File: src/rtl/clause_check_scheduler_pkg.sv
// Shared definitions for the clause-check datapath: scheduler FSM encoding
// and the width rules derived from the clause-index width. The memory loader
// and the proposal controller import these too.
package clause_check_scheduler_pkg;

  typedef enum logic [1:0] {
    ST_IDLE  = 2'd0,
    ST_ISSUE = 2'd1,
    ST_DRAIN = 2'd2,
    ST_DONE  = 2'd3
  } sched_state_t;

  localparam int DEF_IDX_W = 4;

  // valid pipe is vld_pipe[PIPE_STAGES:0]: [0] = enable stage, [1] = capture stage
  localparam int PIPE_STAGES = 1;

  // clause count needs one extra bit so that "all N clauses" is representable
  function automatic int clause_cnt_w(input int idx_w);
    return idx_w + 1;
  endfunction

  function automatic int clause_max(input int idx_w);
    return 1 << idx_w;
  endfunction

endpackage

File: src/rtl/clause_check_scheduler_if.sv
// Request/result bundle between the scheduler, the clause memory/checker and
// the MCMC proposal logic. The scheduler sits on the slave modport.
interface clause_check_scheduler_if #(
  parameter int W = 4
);
  import clause_check_scheduler_pkg::*;

  localparam int CW = clause_cnt_w(W);
  localparam int N  = clause_max(W);

  logic          in_start;
  logic [CW-1:0] in_number_of_clauses;
  logic [W-1:0]  out_clause_address;
  logic          out_checker_enable;
  logic          in_clause_is_satisfied;
  logic          out_busy;
  logic          out_done;
  logic          out_all_satisfied;
  logic [CW-1:0] out_unsatisfied_count;
  logic [N-1:0]  out_satisfied_bitmap;
  logic          out_first_unsat_valid;
  logic [W-1:0]  out_first_unsat_index;

  // requester / checker side
  modport master (
    output in_start, in_number_of_clauses, in_clause_is_satisfied,
    input  out_clause_address, out_checker_enable, out_busy, out_done,
           out_all_satisfied, out_unsatisfied_count, out_satisfied_bitmap,
           out_first_unsat_valid, out_first_unsat_index
  );

  // scheduler side
  modport slave (
    input  in_start, in_number_of_clauses, in_clause_is_satisfied,
    output out_clause_address, out_checker_enable, out_busy, out_done,
           out_all_satisfied, out_unsatisfied_count, out_satisfied_bitmap,
           out_first_unsat_valid, out_first_unsat_index
  );

endinterface

File: src/rtl/clause_check_scheduler.sv
// Clause check scheduler: walks clause addresses 0..M-1 one per cycle,
// pulses the checker enable when memory data is at the checker, and
// accumulates per-clause satisfied bits into scan results.
// Optional build macro: CLAUSE_SCHED_EARLY_EXIT_EN -- stop the scan at the
// first unsatisfied clause instead of scanning the whole formula.
module clause_check_scheduler
  import clause_check_scheduler_pkg::*;
#(
  parameter int MAX_BIT_WIDTH_OF_CLAUSES_INDEX = DEF_IDX_W
) (
  input logic                     in_clk,
  input logic                     in_reset_n,
  clause_check_scheduler_if.slave bus
);

  localparam int W  = MAX_BIT_WIDTH_OF_CLAUSES_INDEX;
  localparam int CW = clause_cnt_w(W);
  localparam int N  = clause_max(W);

  sched_state_t                   state, state_nx;
  logic [W-1:0]                   addr_q;
  logic [CW-1:0]                  m_q;
  logic [PIPE_STAGES:0]           vld_pipe;
  logic [PIPE_STAGES:0][W-1:0]    idx_pipe;

  logic                           all_sat_q;
  logic [CW-1:0]                  unsat_cnt_q;
  logic [N-1:0]                   bitmap_q;
  logic                           first_vld_q;
  logic [W-1:0]                   first_idx_q;

  logic                           start_ok;
  logic [CW-1:0]                  m_sat;
  logic                           last_issue;
  logic                           issue_now;
  logic                           capture;
  logic                           unsat_cap;
  logic                           kill;
  logic [W-1:0]                   cap_idx;

  // start decode, count saturation, issue/capture qualifiers
  always_comb begin
    start_ok   = bus.in_start && (state == ST_IDLE);
    m_sat      = (bus.in_number_of_clauses > CW'(N)) ? CW'(N) : bus.in_number_of_clauses;
    // m_q >= 1 whenever ISSUE is entered, so the subtraction never wraps here
    last_issue = (state == ST_ISSUE) && ({1'b0, addr_q} == (m_q - CW'(1)));
    capture    = vld_pipe[PIPE_STAGES];
    cap_idx    = idx_pipe[PIPE_STAGES];
    unsat_cap  = capture && !bus.in_clause_is_satisfied;
`ifdef CLAUSE_SCHED_EARLY_EXIT_EN
    kill       = unsat_cap;
`else
    kill       = 1'b0;
`endif
    issue_now  = (state == ST_ISSUE) && !kill;
  end

  // FSM next state
  always_comb begin
    state_nx = state;
    unique case (state)
      ST_IDLE:  if (start_ok) state_nx = (m_sat == '0) ? ST_DONE : ST_ISSUE;
      ST_ISSUE: if (kill) state_nx = ST_DONE;
                else if (last_issue) state_nx = ST_DRAIN;
      // leave once nothing is left behind the capture stage
      ST_DRAIN: if (kill || !vld_pipe[0]) state_nx = ST_DONE;
      ST_DONE:  state_nx = ST_IDLE;
      default:  state_nx = ST_IDLE;
    endcase
  end

  // FSM state register
  always_ff @(posedge in_clk or negedge in_reset_n) begin
    if (!in_reset_n) state <= ST_IDLE;
    else             state <= state_nx;
  end

  // clause count latch and address counter; address holds after a scan
  always_ff @(posedge in_clk or negedge in_reset_n) begin
    if (!in_reset_n) begin
      m_q    <= '0;
      addr_q <= '0;
    end else if (start_ok) begin
      m_q <= m_sat;
      if (m_sat != '0) addr_q <= '0;
    end else if (issue_now && !last_issue) begin
      addr_q <= addr_q + W'(1);
    end
  end

  // valid/index shift register: issue -> enable -> capture
  always_ff @(posedge in_clk or negedge in_reset_n) begin
    if (!in_reset_n) begin
      vld_pipe <= '0;
      idx_pipe <= '0;
    end else begin
      vld_pipe <= kill ? '0 : {vld_pipe[PIPE_STAGES-1:0], issue_now};
      idx_pipe <= {idx_pipe[PIPE_STAGES-1:0], addr_q};
    end
  end

  // result accumulator; cleared on accepted start, then frozen until the next one
  always_ff @(posedge in_clk or negedge in_reset_n) begin
    if (!in_reset_n) begin
      all_sat_q   <= 1'b1;
      unsat_cnt_q <= '0;
      bitmap_q    <= '0;
      first_vld_q <= 1'b0;
      first_idx_q <= '0;
    end else if (start_ok) begin
      all_sat_q   <= 1'b1;
      unsat_cnt_q <= '0;
      bitmap_q    <= '0;
      first_vld_q <= 1'b0;
      first_idx_q <= '0;
    end else if (capture) begin
      if (!unsat_cap) begin
        bitmap_q[cap_idx] <= 1'b1;
      end else begin
        bitmap_q[cap_idx] <= 1'b0;
        unsat_cnt_q       <= unsat_cnt_q + CW'(1);
        all_sat_q         <= 1'b0;
        if (!first_vld_q) begin
          first_vld_q <= 1'b1;
          first_idx_q <= cap_idx;
        end
      end
    end
  end

  assign bus.out_clause_address    = addr_q;
  assign bus.out_checker_enable    = vld_pipe[0];
  assign bus.out_busy              = (state != ST_IDLE);
  assign bus.out_done              = (state == ST_DONE);
  assign bus.out_all_satisfied     = all_sat_q;
  assign bus.out_unsatisfied_count = unsat_cnt_q;
  assign bus.out_satisfied_bitmap  = bitmap_q;
  assign bus.out_first_unsat_valid = first_vld_q;
  assign bus.out_first_unsat_index = first_idx_q;

endmodule

File: src/flat_wrapper.sv
// flat-port wrapper written by rule: the top's interface ports become plain ports
module clause_check_scheduler_flat import clause_check_scheduler_pkg::*;
#(
  parameter int MAX_BIT_WIDTH_OF_CLAUSES_INDEX = DEF_IDX_W
)
  (in_clk, in_reset_n, bus_in_start, bus_in_number_of_clauses, bus_in_clause_is_satisfied, bus_out_clause_address, bus_out_checker_enable, bus_out_busy, bus_out_done, bus_out_all_satisfied, bus_out_unsatisfied_count, bus_out_satisfied_bitmap, bus_out_first_unsat_valid, bus_out_first_unsat_index);
  clause_check_scheduler_if #(.W((4))) bus_i ();
  input logic in_clk;
  input logic in_reset_n;
  input wire logic [$bits(bus_i.in_start)-1:0] bus_in_start;
  input wire logic [$bits(bus_i.in_number_of_clauses)-1:0] bus_in_number_of_clauses;
  input wire logic [$bits(bus_i.in_clause_is_satisfied)-1:0] bus_in_clause_is_satisfied;
  output wire logic [$bits(bus_i.out_clause_address)-1:0] bus_out_clause_address;
  output wire logic [$bits(bus_i.out_checker_enable)-1:0] bus_out_checker_enable;
  output wire logic [$bits(bus_i.out_busy)-1:0] bus_out_busy;
  output wire logic [$bits(bus_i.out_done)-1:0] bus_out_done;
  output wire logic [$bits(bus_i.out_all_satisfied)-1:0] bus_out_all_satisfied;
  output wire logic [$bits(bus_i.out_unsatisfied_count)-1:0] bus_out_unsatisfied_count;
  output wire logic [$bits(bus_i.out_satisfied_bitmap)-1:0] bus_out_satisfied_bitmap;
  output wire logic [$bits(bus_i.out_first_unsat_valid)-1:0] bus_out_first_unsat_valid;
  output wire logic [$bits(bus_i.out_first_unsat_index)-1:0] bus_out_first_unsat_index;
  assign bus_i.in_start = bus_in_start;
  assign bus_i.in_number_of_clauses = bus_in_number_of_clauses;
  assign bus_i.in_clause_is_satisfied = bus_in_clause_is_satisfied;
  assign bus_out_clause_address = bus_i.out_clause_address;
  assign bus_out_checker_enable = bus_i.out_checker_enable;
  assign bus_out_busy = bus_i.out_busy;
  assign bus_out_done = bus_i.out_done;
  assign bus_out_all_satisfied = bus_i.out_all_satisfied;
  assign bus_out_unsatisfied_count = bus_i.out_unsatisfied_count;
  assign bus_out_satisfied_bitmap = bus_i.out_satisfied_bitmap;
  assign bus_out_first_unsat_valid = bus_i.out_first_unsat_valid;
  assign bus_out_first_unsat_index = bus_i.out_first_unsat_index;
  clause_check_scheduler #(.MAX_BIT_WIDTH_OF_CLAUSES_INDEX(MAX_BIT_WIDTH_OF_CLAUSES_INDEX)) u_core (.in_clk(in_clk), .in_reset_n(in_reset_n), .bus(bus_i));
endmodule
File: config.mk
export PLATFORM = sky130hd
export DESIGN_NAME = clause_check_scheduler_flat
export DESIGN_NICKNAME = d
export VERILOG_FILES = /design/src/rtl/clause_check_scheduler_pkg.sv /design/src/rtl/clause_check_scheduler_if.sv /design/src/rtl/clause_check_scheduler.sv /design/src/flat_wrapper.sv
export SDC_FILE = /design/constraint.sdc
export NUM_CORES = 1
export LEC_CHECK = 0
export BUFFER_PORTS_ARGS = -buffer_cell sky130_fd_sc_hd__buf_4
export CAP_MARGIN = 20
export CORE_MARGIN = 8
export CORE_UTILIZATION = 54
export CTS_BUF_LIST = sky130_fd_sc_hd__clkbuf_4 sky130_fd_sc_hd__clkbuf_8 sky130_fd_sc_hd__clkbuf_16
export DETAILED_ROUTE_END_ITERATION = 10
export GPL_TIMING_DRIVEN = 0
export PLACE_DENSITY = 0.9
export SYNTH_ARGS = -nofsm -noshare
export SYNTH_HDL_FRONTEND = slang
export SYNTH_SLANG_ARGS = --single-unit
File: constraint.sdc
create_clock -name in_clk -period 3.9 [get_ports in_clk]
set_input_delay 0.78 -clock in_clk [delete_from_list [all_inputs] [get_ports in_clk]]
set_output_delay 0.78 -clock in_clk [all_outputs]
set_load 0.02 [all_outputs]
==> results of run 1 <==
-- worst min-delay path by stage --
stage	from	to	cells after the start
floorplan	u_core.idx_pipe[0]	u_core.cap_idx[0]	0
global placement	u_core.idx_pipe[2]	u_core.cap_idx[2]	0
detailed placement	u_core.idx_pipe[3]	u_core.cap_idx[3]	0
CTS	u_core.idx_pipe[3]	u_core.cap_idx[3]	0
global route	u_core.idx_pipe[3]	u_core.cap_idx[3]	0
finish	u_core.idx_pipe[3]	u_core.cap_idx[3]	0
-- placed cells by master (no fill, tap or decap), types with 3 or more instances in the layout --
master,count
clkbuf_1,7
nor3_1,5
nand2_1,29
dfrtp_1,47
nor2_1,28
o21ai_0,17
a21oi_1,15
ha_1,8
nand3_1,4
xor2_1,6
clkbuf_8,5
xnor2_1,3
nand3b_1,4
nand2b_1,7
inv_1,6
mux2i_1,9
buf_4,41
-- power by group through the flow --
stage | logic [mW] | registers (mW) | clock network (mW)
after global placement | 0.784 | 0.777 | 0
after global routing | 0.890 | 0.798 | 0.383
final | 0.809 | 0.775 | 0.355
after detailed placement | 0.812 | 0.783 | 0
after floorplan | 0.457 | 0.855 | 0
after CTS | 0.814 | 0.775 | 0.364
-- area by class of cell --
cell class                      instances  area, um2  area share [%]
Tap cell                               50       62.6            2.36
Timing Repair Buffer                   41        308            11.6
Inverter                                6       22.5           0.848
Multi-Input combinational cell        153        922            34.7
Sequential cell                        48       1200            45.3
Clock buffer                            6       76.3            2.87
Buffer                                  7       26.3           0.990
Clock inverter                          2       35.0            1.32
-- flip-flops by register name (all words and copies together) (netlist names) --
signal,cells
u_core.bus.out_unsatisfied_count,5
u_core.bus.out_clause_address,4
u_core.vld_pipe,2
u_core.idx_pipe,4
u_core.bus.out_first_unsat_valid,1
u_core.cap_idx,4
u_core.bus.out_all_satisfied,1
u_core.bus.out_first_unsat_index,4
u_core.state,2
u_core.m_q,5
u_core.bus.out_satisfied_bitmap,16
-- logic make-up (layout without fill, tap and decap cells) --
kind of cell | Yosys count | count (layout) | share of synthesized area (%)
mux | 10 | 10 | 4.66
fa+ha+maj | 8 | 8 | 4.61
xor+xnor | 10 | 10 | 4.66
simple gates | 85 | 85 | 17.8
compound gates | 40 | 40 | 10.7
flops | 48 | 48 | 55.3
buf+inv | 13 | 62 | 2.25
-- worst max-delay path, stage by stage (launching register included) --
cell and delay (ns):
dfrtp_1 0.41, inv_1 0.13, ha_1 0.20, inv_1 0.07, buf_4 0.16
-- routing by layer --
metal | vias to the layer above | GRT usage, %
met5 | - | 0
li1 | 821 | -
met2 | 55 | 25.3
met1 | 797 | 16.9
met4 | 0 | 5.93
met3 | 8 | 5.97
==> results by group, run 1 <==
Floorplan
  • Starting Density: 55.1%
  • DIE WIDTH: 79.4 um
  • Die Area: 6310 um2
  • Core Rows: 23
  • Ports: 43
  • Chip height: 79.4 um
  • Core Area: 3940 um2

Routing
  • Wire per inst: 14.4 um
  • Met2 wire length: 2.20 mm
  • First DRT Iteration DRCs: 87
  • Pre-Repair DR Iteration Count: 4
  • Metal-1 WL: 1.92 mm
  • Drc violations: 0
  • ANT nets after route: 0
  • Met3 routed WL: 318 um
  • Drt via density: 5.37
  • Final WL: 4.51 mm
  • Vias: 1681
  • DR top layer: met4

Timing
  • Min Hold Slack: 0.341 ns
  • Slew headroom: 59.0%
  • Setup TNS: 0 ns
  • Fin. max-slew vios: 0
  • Final setup fails: 0
  • Min setup slack post-route: 1.86 ns
  • Clock Skews: 0.00966 ns
  • RSZ-0062 raised after global routing: false
  • Fin. Hold Viols: 0
  • FMAX: 490 MHz
  • Final worst-path cycle share: 52.3%
  • Final Critical Period: 2.04 ns
  • Worst Tran Pin Value: 0.614 ns

Layout
  • Ant diodes: 0
  • Nets@finish: 279
  • Area growth syn-to-layout: 22.2%
  • Fin cells: 313
  • Final core occ: 67.3%
  • Proportion of layout cells with a drive suffix above 1: 20.2%
  • Filler cells: 297
  • Final design instance area without fill: 2660 um2

CTS
  • CTS resizes: 0
  • Clock tree sinks: 48
  • Setup bufs post-CTS: 0
  • Htree depth: 2
  • TritonCTS Buffers: 5
  • Clock slew at reported path FFs: 0.09 ns
  • CTS tree: yes
  • Longest Clk Path Bufs: 2
  • Clock latency on the worst-skew pair: 0.30 ns
  • # hold bufs at CTS: 0
  • Root buf cell: clkbuf_8

Synthesis
  • #FFs+latches synth: 48
  • Syn nets: 231
  • Area contributors post-synth: dfrtp_1 (54%), nand2_1 (5.0%), nor2_1 (4.8%), ha_1 (4.6%), mux2i_1 (4.1%)
  • Synth Flop Type: dfrtp_1
  • Post-synth EDFFs: 0
  • Area leader, netlist: dfrtp_1
  • Synth top cells by count: dfrtp_1 (47), nand2_1 (29), nor2_1 (28), o21ai_0 (17), a21oi_1 (15)
  • Async set-reset flop share out of synthesis: 100%
  • Yosys top cell area share: 54.1%
  • Synthesized area per cell: 10.2 um2
  • Synth unique cells: 30
  • Post-synthesis sequential area ratio: 55.3%
  • Syn Inst Count: 214
  • Warnings, synthesis: 0
  • Mapped Area: 2170 um2
  • Top-count cell post-synth: dfrtp_1

Critical path
  • Worst setup EP type: primary output
  • Crit. Startpoint: u_core.state[0]
  • CP Launch Type: register
  • Worst Path Required: 3.12 ns
  • Arrival time worst endpoint: 1.26 ns
  • Crit-path max FO: 4
  • Worst flop-to-flop path endpoint: u_core.bus.out_clause_address[2]
  • Critical Path End: bus_out_busy
  • Cells on worst reg2reg path: 7
  • R2r startpoint: u_core.m_q[0]
  • Critical path start-end classification: register to primary output
  • R2R setup slack: 1.87 ns

Power
  • Total Power: 1.94 mW
  • Logic pwr share: 41.7%
  • Worst vdd ir: 0.000330 V
  • Sw frac: 38.3%
  • Leak: 1.30 nW
  • Register share of total power: 40.0%
  • Net Switching: 0.743 mW
  • Clk pwr share: 18.3%
  • Power per cell area: 731 nW/um2
  • Pint: 1.20 mW

Placed design
  • Port bufs: 41
  • Dpl ws: 1.72 ns
  • Dpl hpwl: 3.32 mm
  • DP Area: 2540 um2
  • Final RePlAce weighted congestion: 0.837
  • Placed cell count: 305

GRT
  • Vias in the first global route: 1669
  • Global router's overall resource usage: 15.1%
  • First-pass GRT wire length: 7.55 mm
  • GR Overflow Total: 0
  • Initial antenna violation count: 0
  • Largest net degree at the start of global routing: 49

Worst hold path
  • Worst hold path class: register to register

Outcome
  • Status: complete, no violations

Run
  • Total of max-cap violations: 0
Note: power is estimated with default switching activity, not from simulation.
==> run 2: changes to the inputs <==
- clock period: 3.9 -> 2.1 ns (I/O delays scaled with it)
==> run 2 against run 1 <==
  * Final cell count unchanged
  * Largest power group unchanged
  * Combinational power up 88%
  * Die area unchanged
  * Critical path type is now register to register
  * Sequential share of layout area down 0.11 points
  * Via count rose by 0.77%
==> results by group, run 2 (synthesized netlist as in run 1, its figures left out) <==
Timing
  • Fin. max-slew vios: 0
  • Clock Skews: 0.00856 ns
  • Slew headroom: 59.1%
  • Min setup slack post-route: 0.0951 ns
  • Final worst-path cycle share: 95.5%
  • FMAX: 499 MHz
  • Worst Tran Pin Value: 0.612 ns
  • Min Hold Slack: 0.110 ns
  • Final Critical Period: 2.00 ns
  • Setup TNS: 0 ns
  • RSZ-0062 raised after global routing: false
  • Final setup fails: 0
  • Fin. Hold Viols: 0

Power
  • Net Switching: 1.39 mW
  • Logic pwr share: 41.9%
  • Register share of total power: 39.9%
  • Worst vdd ir: 0.000603 V
  • Pint: 2.23 mW
  • Leak: 1.31 nW
  • Clk pwr share: 18.2%
  • Sw frac: 38.3%
  • Power per cell area: 1360 nW/um2

Routing
  • Met2 wire length: 2.24 mm
  • Vias: 1694
  • Drc violations: 0
  • First DRT Iteration DRCs: 86
  • Drt via density: 5.41
  • Final WL: 4.53 mm
  • DR top layer: met4
  • Wire per inst: 14.5 um
  • Metal-1 WL: 1.90 mm
  • ANT nets after route: 0
  • Met3 routed WL: 309 um
  • Pre-Repair DR Iteration Count: 4

GRT
  • GR Overflow Total: 0
  • First-pass GRT wire length: 7.55 mm
  • Global router's overall resource usage: 15.1%
  • Largest net degree at the start of global routing: 49
  • Initial antenna violation count: 0
  • Vias in the first global route: 1669

CTS
  • TritonCTS Buffers: 5
  • Root buf cell: clkbuf_8
  • CTS tree: yes
  • Clock tree sinks: 48
  • Clock latency on the worst-skew pair: 0.30 ns
  • Setup bufs post-CTS: 0
  • Clock slew at reported path FFs: 0.08 ns
  • Htree depth: 2
  • Longest Clk Path Bufs: 2

Floorplan
  • DIE WIDTH: 79.4 um
  • Core Rows: 23
  • Chip height: 79.4 um
  • Ports: 43
  • Starting Density: 55.1%
  • Die Area: 6310 um2
  • Core Area: 3940 um2

Run
  • Total of max-cap violations: 0

Critical path
  • CP Launch Type: register
  • Worst setup EP type: register
  • Crit-path max FO: 7
  • Arrival time worst endpoint: 2.19 ns
  • Crit-path cells: inv_1, ha_1, nor3b_2, xor2_1, o31a_1, a32o_1, a31o_2
  • Cells on worst reg2reg path: 7
  • Worst flop-to-flop path endpoint: u_core.bus.out_clause_address[2]
  • Critical path start-end classification: register to register
  • Worst Path Required: 2.29 ns
  • Slowest CP cell: dfrtp_1
  • R2R setup slack: 0.1 ns
  • R2r startpoint: u_core.m_q[0]
  • Largest stage delay on the critical path: 0.39 ns

Placed design
  • Dpl hpwl: 3.32 mm
  • Final RePlAce weighted congestion: 0.837
  • Placed cell count: 305
  • Dpl ws: 0.117 ns
  • Port bufs: 41

Layout
  • Proportion of layout cells with a drive suffix above 1: 20.9%
  • Nets@finish: 279
  • Most frequent cells in the layout: dfrtp_1 (47), buf_4 (41), nand2_1 (29)
  • Ant diodes: 0
  • Commonest non-fill, non-tap cell in the layout: dfrtp_1
  • Fin cells: 313
  • Filler cells: 300
  • Area growth syn-to-layout: 22.5%
  • Number of flip-flops in the largest register: 16

Worst hold path
  • Worst hold path class: primary input to async pin

Outcome
  • Status: complete, no violations
## run 2: layout make-up
cell class                      count  area (um2)  area share (%)
Clock buffer                        6        76.3            2.87
Tap cell                           50        62.6            2.35
Clock inverter                      2        35.0            1.32
Buffer                              7        27.5            1.03
Inverter                            6        22.5           0.846
Timing Repair Buffer               41         308            11.6
Sequential cell                    48        1200            45.2
Multi-Input combinational cell    153         927            34.8
## run 2: critical path, delay by kind of cell, from the launching register on
family / cells / cell delay [ns]
adder cells (fa/ha/maj): 1 / 0.22
AO/OA/AOI/OAI: 3 / 0.89
AND/OR/NAND/NOR: 1 / 0.17
XOR/XNOR: 1 / 0.15
flip-flops: 1 / 0.39
buffers and inverters: 1 / 0.07
## run 2: power groups by stage
stage                     Combinational, mW  Sequential (mW)  Clock, mW
after floorplan                       0.849             1.59          0
after global placement                 1.46             1.44          0
after detailed placement               1.51             1.45          0
after CTS                              1.51             1.44      0.676
after global routing                   1.67             1.49      0.711
final                                  1.52             1.44      0.657
## run 2: layer usage
| metal | vias to the layer above | global-route usage (%) |
|---|---|---|
| li1 | 820 | - |
| met1 | 816 | 16.9 |
| met2 | 50 | 25.3 |
| met3 | 8 | 5.97 |
| met4 | 0 | 5.93 |
| met5 | - | 0 |
## run 2: timing repair
item / in CTS / in global routing
setup endpoints to repair: 0 / 6
hold buffers: 0 / 0
gates resized for setup: 0 / 3
## run 2: worst max path at each step
stage | from | endpoint
6_report | u_core.m_q[0] | u_core.bus.out_clause_address[2]
4_1_cts | u_core.m_q[0] | u_core.bus.out_clause_address[2]
3_5_place_dp | u_core.m_q[0] | u_core.bus.out_clause_address[2]
2_1_floorplan | u_core.m_q[0] | u_core.bus.out_clause_address[2]
3_3_place_gp | u_core.m_q[0] | u_core.bus.out_clause_address[2]
5_1_grt | u_core.state[0] | u_core.bus.out_satisfied_bitmap[1]
## run 2: through the flow
stage	power, mW	utilization [%]	instance area (um2)
global route	3.86	67.5	2660
CTS	3.63	67.3	2660
global placement	2.90	64.5	2540
floorplan	2.44	-	2170
finish	3.62	67.5	2660
detailed placement	2.96	64.5	2540
==> run 3: changes to the inputs <==
- CORE_UTILIZATION: 54 -> 45
- PLACE_DENSITY: 0.9 -> 0.79
==> run 3 against run 2 <==
  * Sequential share of layout area rose by 0.15 points
  * Routed wire length rose by 1.1%
  * Sequential power barely moved
  * Fmax rose by 0.94%
  * Utilization fell by 11 points
  * Via count fell by 0.30%
  * Highest routed layer unchanged
==> results by group, run 3 (synthesized netlist as in run 1, its figures left out) <==
CTS
  • Htree depth: 2
  • # hold bufs at CTS: 0
  • TritonCTS Buffers: 5
  • Longest Clk Path Bufs: 2
  • Clock latency on the worst-skew pair: 0.30 ns
  • Clock tree sinks: 48
  • Root buf cell: clkbuf_8
  • CTS tree: yes
  • Clock slew at reported path FFs: 0.08 ns

Routing
  • Drc violations: 0
  • Wire per inst: 14.5 um
  • Final WL: 4.58 mm
  • Drt via density: 5.33
  • First DRT Iteration DRCs: 78
  • Pre-Repair DR Iteration Count: 4
  • Vias: 1689
  • ANT nets after route: 0

GRT
  • Vias in the first global route: 1671
  • Initial antenna violation count: 0
  • Largest net degree at the start of global routing: 49
  • First-pass GRT wire length: 7.74 mm
  • GR Overflow Total: 0
  • Global router's overall resource usage: 13.2%

Floorplan
  • Core Area: 4690 um2
  • Starting Density: 46.3%
  • DIE WIDTH: 85.5 um
  • Die Area: 7310 um2
  • Ports: 43
  • Core Rows: 25
  • Chip height: 85.5 um

Critical path
  • Worst Path Required: 2.30 ns
  • Worst flop-to-flop path endpoint: u_core.bus.out_clause_address[2]
  • Worst Path Buf+Inv: 1
  • Slowest CP cell: dfrtp_1
  • Crit-path cells: inv_1, ha_1, xnor3_1, nand3_1, o31a_1, a32o_1, a31o_2
  • CP Launch Type: register
  • Worst setup EP type: register
  • R2r startpoint: u_core.m_q[0]
  • Cells on worst reg2reg path: 7
  • Largest stage delay on the critical path: 0.38 ns
  • Crit-path max FO: 7
  • Arrival time worst endpoint: 2.18 ns
  • Critical path start-end classification: register to register
  • R2R setup slack: 0.11 ns
  • Family with the most delay on the worst path: compound AO/OA/AOI/OAI gates
  • Stages on the worst setup path: 7

Layout
  • Area growth syn-to-layout: 22.0%
  • Commonest non-fill, non-tap cell in the layout: dfrtp_1
  • Filler cells: 441
  • Ant diodes: 0
  • Fin cells: 317
  • Proportion of layout cells with a drive suffix above 1: 20.9%
  • Number of flip-flops in the largest register: 16
  • Nets@finish: 279
  • Most frequent cells in the layout: dfrtp_1 (47), buf_4 (41), nand2_1 (29)

Timing
  • Clock Skews: 0.00382 ns
  • Worst Tran Pin Value: 0.604 ns
  • RSZ-0062 raised after global routing: false
  • Setup TNS: 0 ns
  • Final worst-path cycle share: 94.6%
  • Fin. max-slew vios: 0
  • Slew headroom: 59.6%
  • Fin. Hold Viols: 0
  • Final setup fails: 0
  • FMAX: 503 MHz
  • Final Critical Period: 1.99 ns

Placed design
  • Placed cell count: 309
  • Final RePlAce weighted congestion: 0.799
  • Port bufs: 41
  • Dpl hpwl: 3.34 mm

Outcome
  • Status: complete, no violations

Power
  • Power per cell area: 1330 nW/um2
  • Leak: 1.29 nW
  • Worst vdd ir: 0.000712 V

Run
  • Total of max-cap violations: 0

Worst hold path
  • Worst hold path class: primary input to async pin
run 3: layout make-up:
cell class / count / area [um2] / share of cell area, %
Buffer: 7 / 27.5 / 1.04
Inverter: 6 / 22.5 / 0.849
Clock buffer: 7 / 90.1 / 3.40
Timing Repair Buffer: 41 / 308 / 11.6
Tap cell: 54 / 67.6 / 2.55
Sequential cell: 48 / 1200 / 45.3
Clock inverter: 1 / 7.51 / 0.283
Multi-Input combinational cell: 153 / 927 / 35.0
run 3: worst max path at each step:
stage | from | slack [ns] | to
after global routing | u_core.state[0] | 0.002 | u_core.bus.out_satisfied_bitmap[8]
after global placement | u_core.m_q[0] | 0.13 | u_core.bus.out_clause_address[2]
after detailed placement | u_core.m_q[0] | 0.11 | u_core.state[0]
final | u_core.m_q[0] | 0.11 | u_core.bus.out_clause_address[2]
after CTS | u_core.m_q[0] | 0.09 | u_core.bus.out_clause_address[2]
after floorplan | u_core.m_q[0] | 0.25 | u_core.bus.out_clause_address[2]
run 3: power breakdown:
part / leakage, nW / switching (mW) / internal, mW
Combinational: 0.607 / 0.842 / 0.658
Clock: 0.0479 / 0.304 / 0.281
Sequential: 0.640 / 0.240 / 1.21
Total: 1.29 / 1.39 / 2.14
run 3: per-layer routing:
metal	track usage [%]	vias to the layer above	share of wire, %
met2	20.7	46	46
li1	-	820	-
met4	6.69	0	1.6
met3	4.87	7	6.3
met1	15.6	816	46
met5	0	-	0
run 3: through the flow:
step | utilization (%) | total power [mW] | hold WS, ns | cell area, um2 | setup WS (ns)
after floorplan | - | 2.44 | 0.124 | 2170 | 0.255
after global placement | 54.3 | 2.92 | 0.332 | 2550 | 0.126
after detailed placement | 54.3 | 2.97 | 0.337 | 2550 | 0.109
after CTS | 56.4 | 3.56 | 0.130 | 2650 | 0.0904
after global routing | 56.5 | 3.79 | 0.157 | 2650 | 0.00221
final | 56.5 | 3.53 | 0.105 | 2650 | 0.114
run 3: repair_timing:
action,4_1_cts,5_1_grt
setup buffers,0,0
gates resized for setup,0,3
setup endpoints to repair,0,8
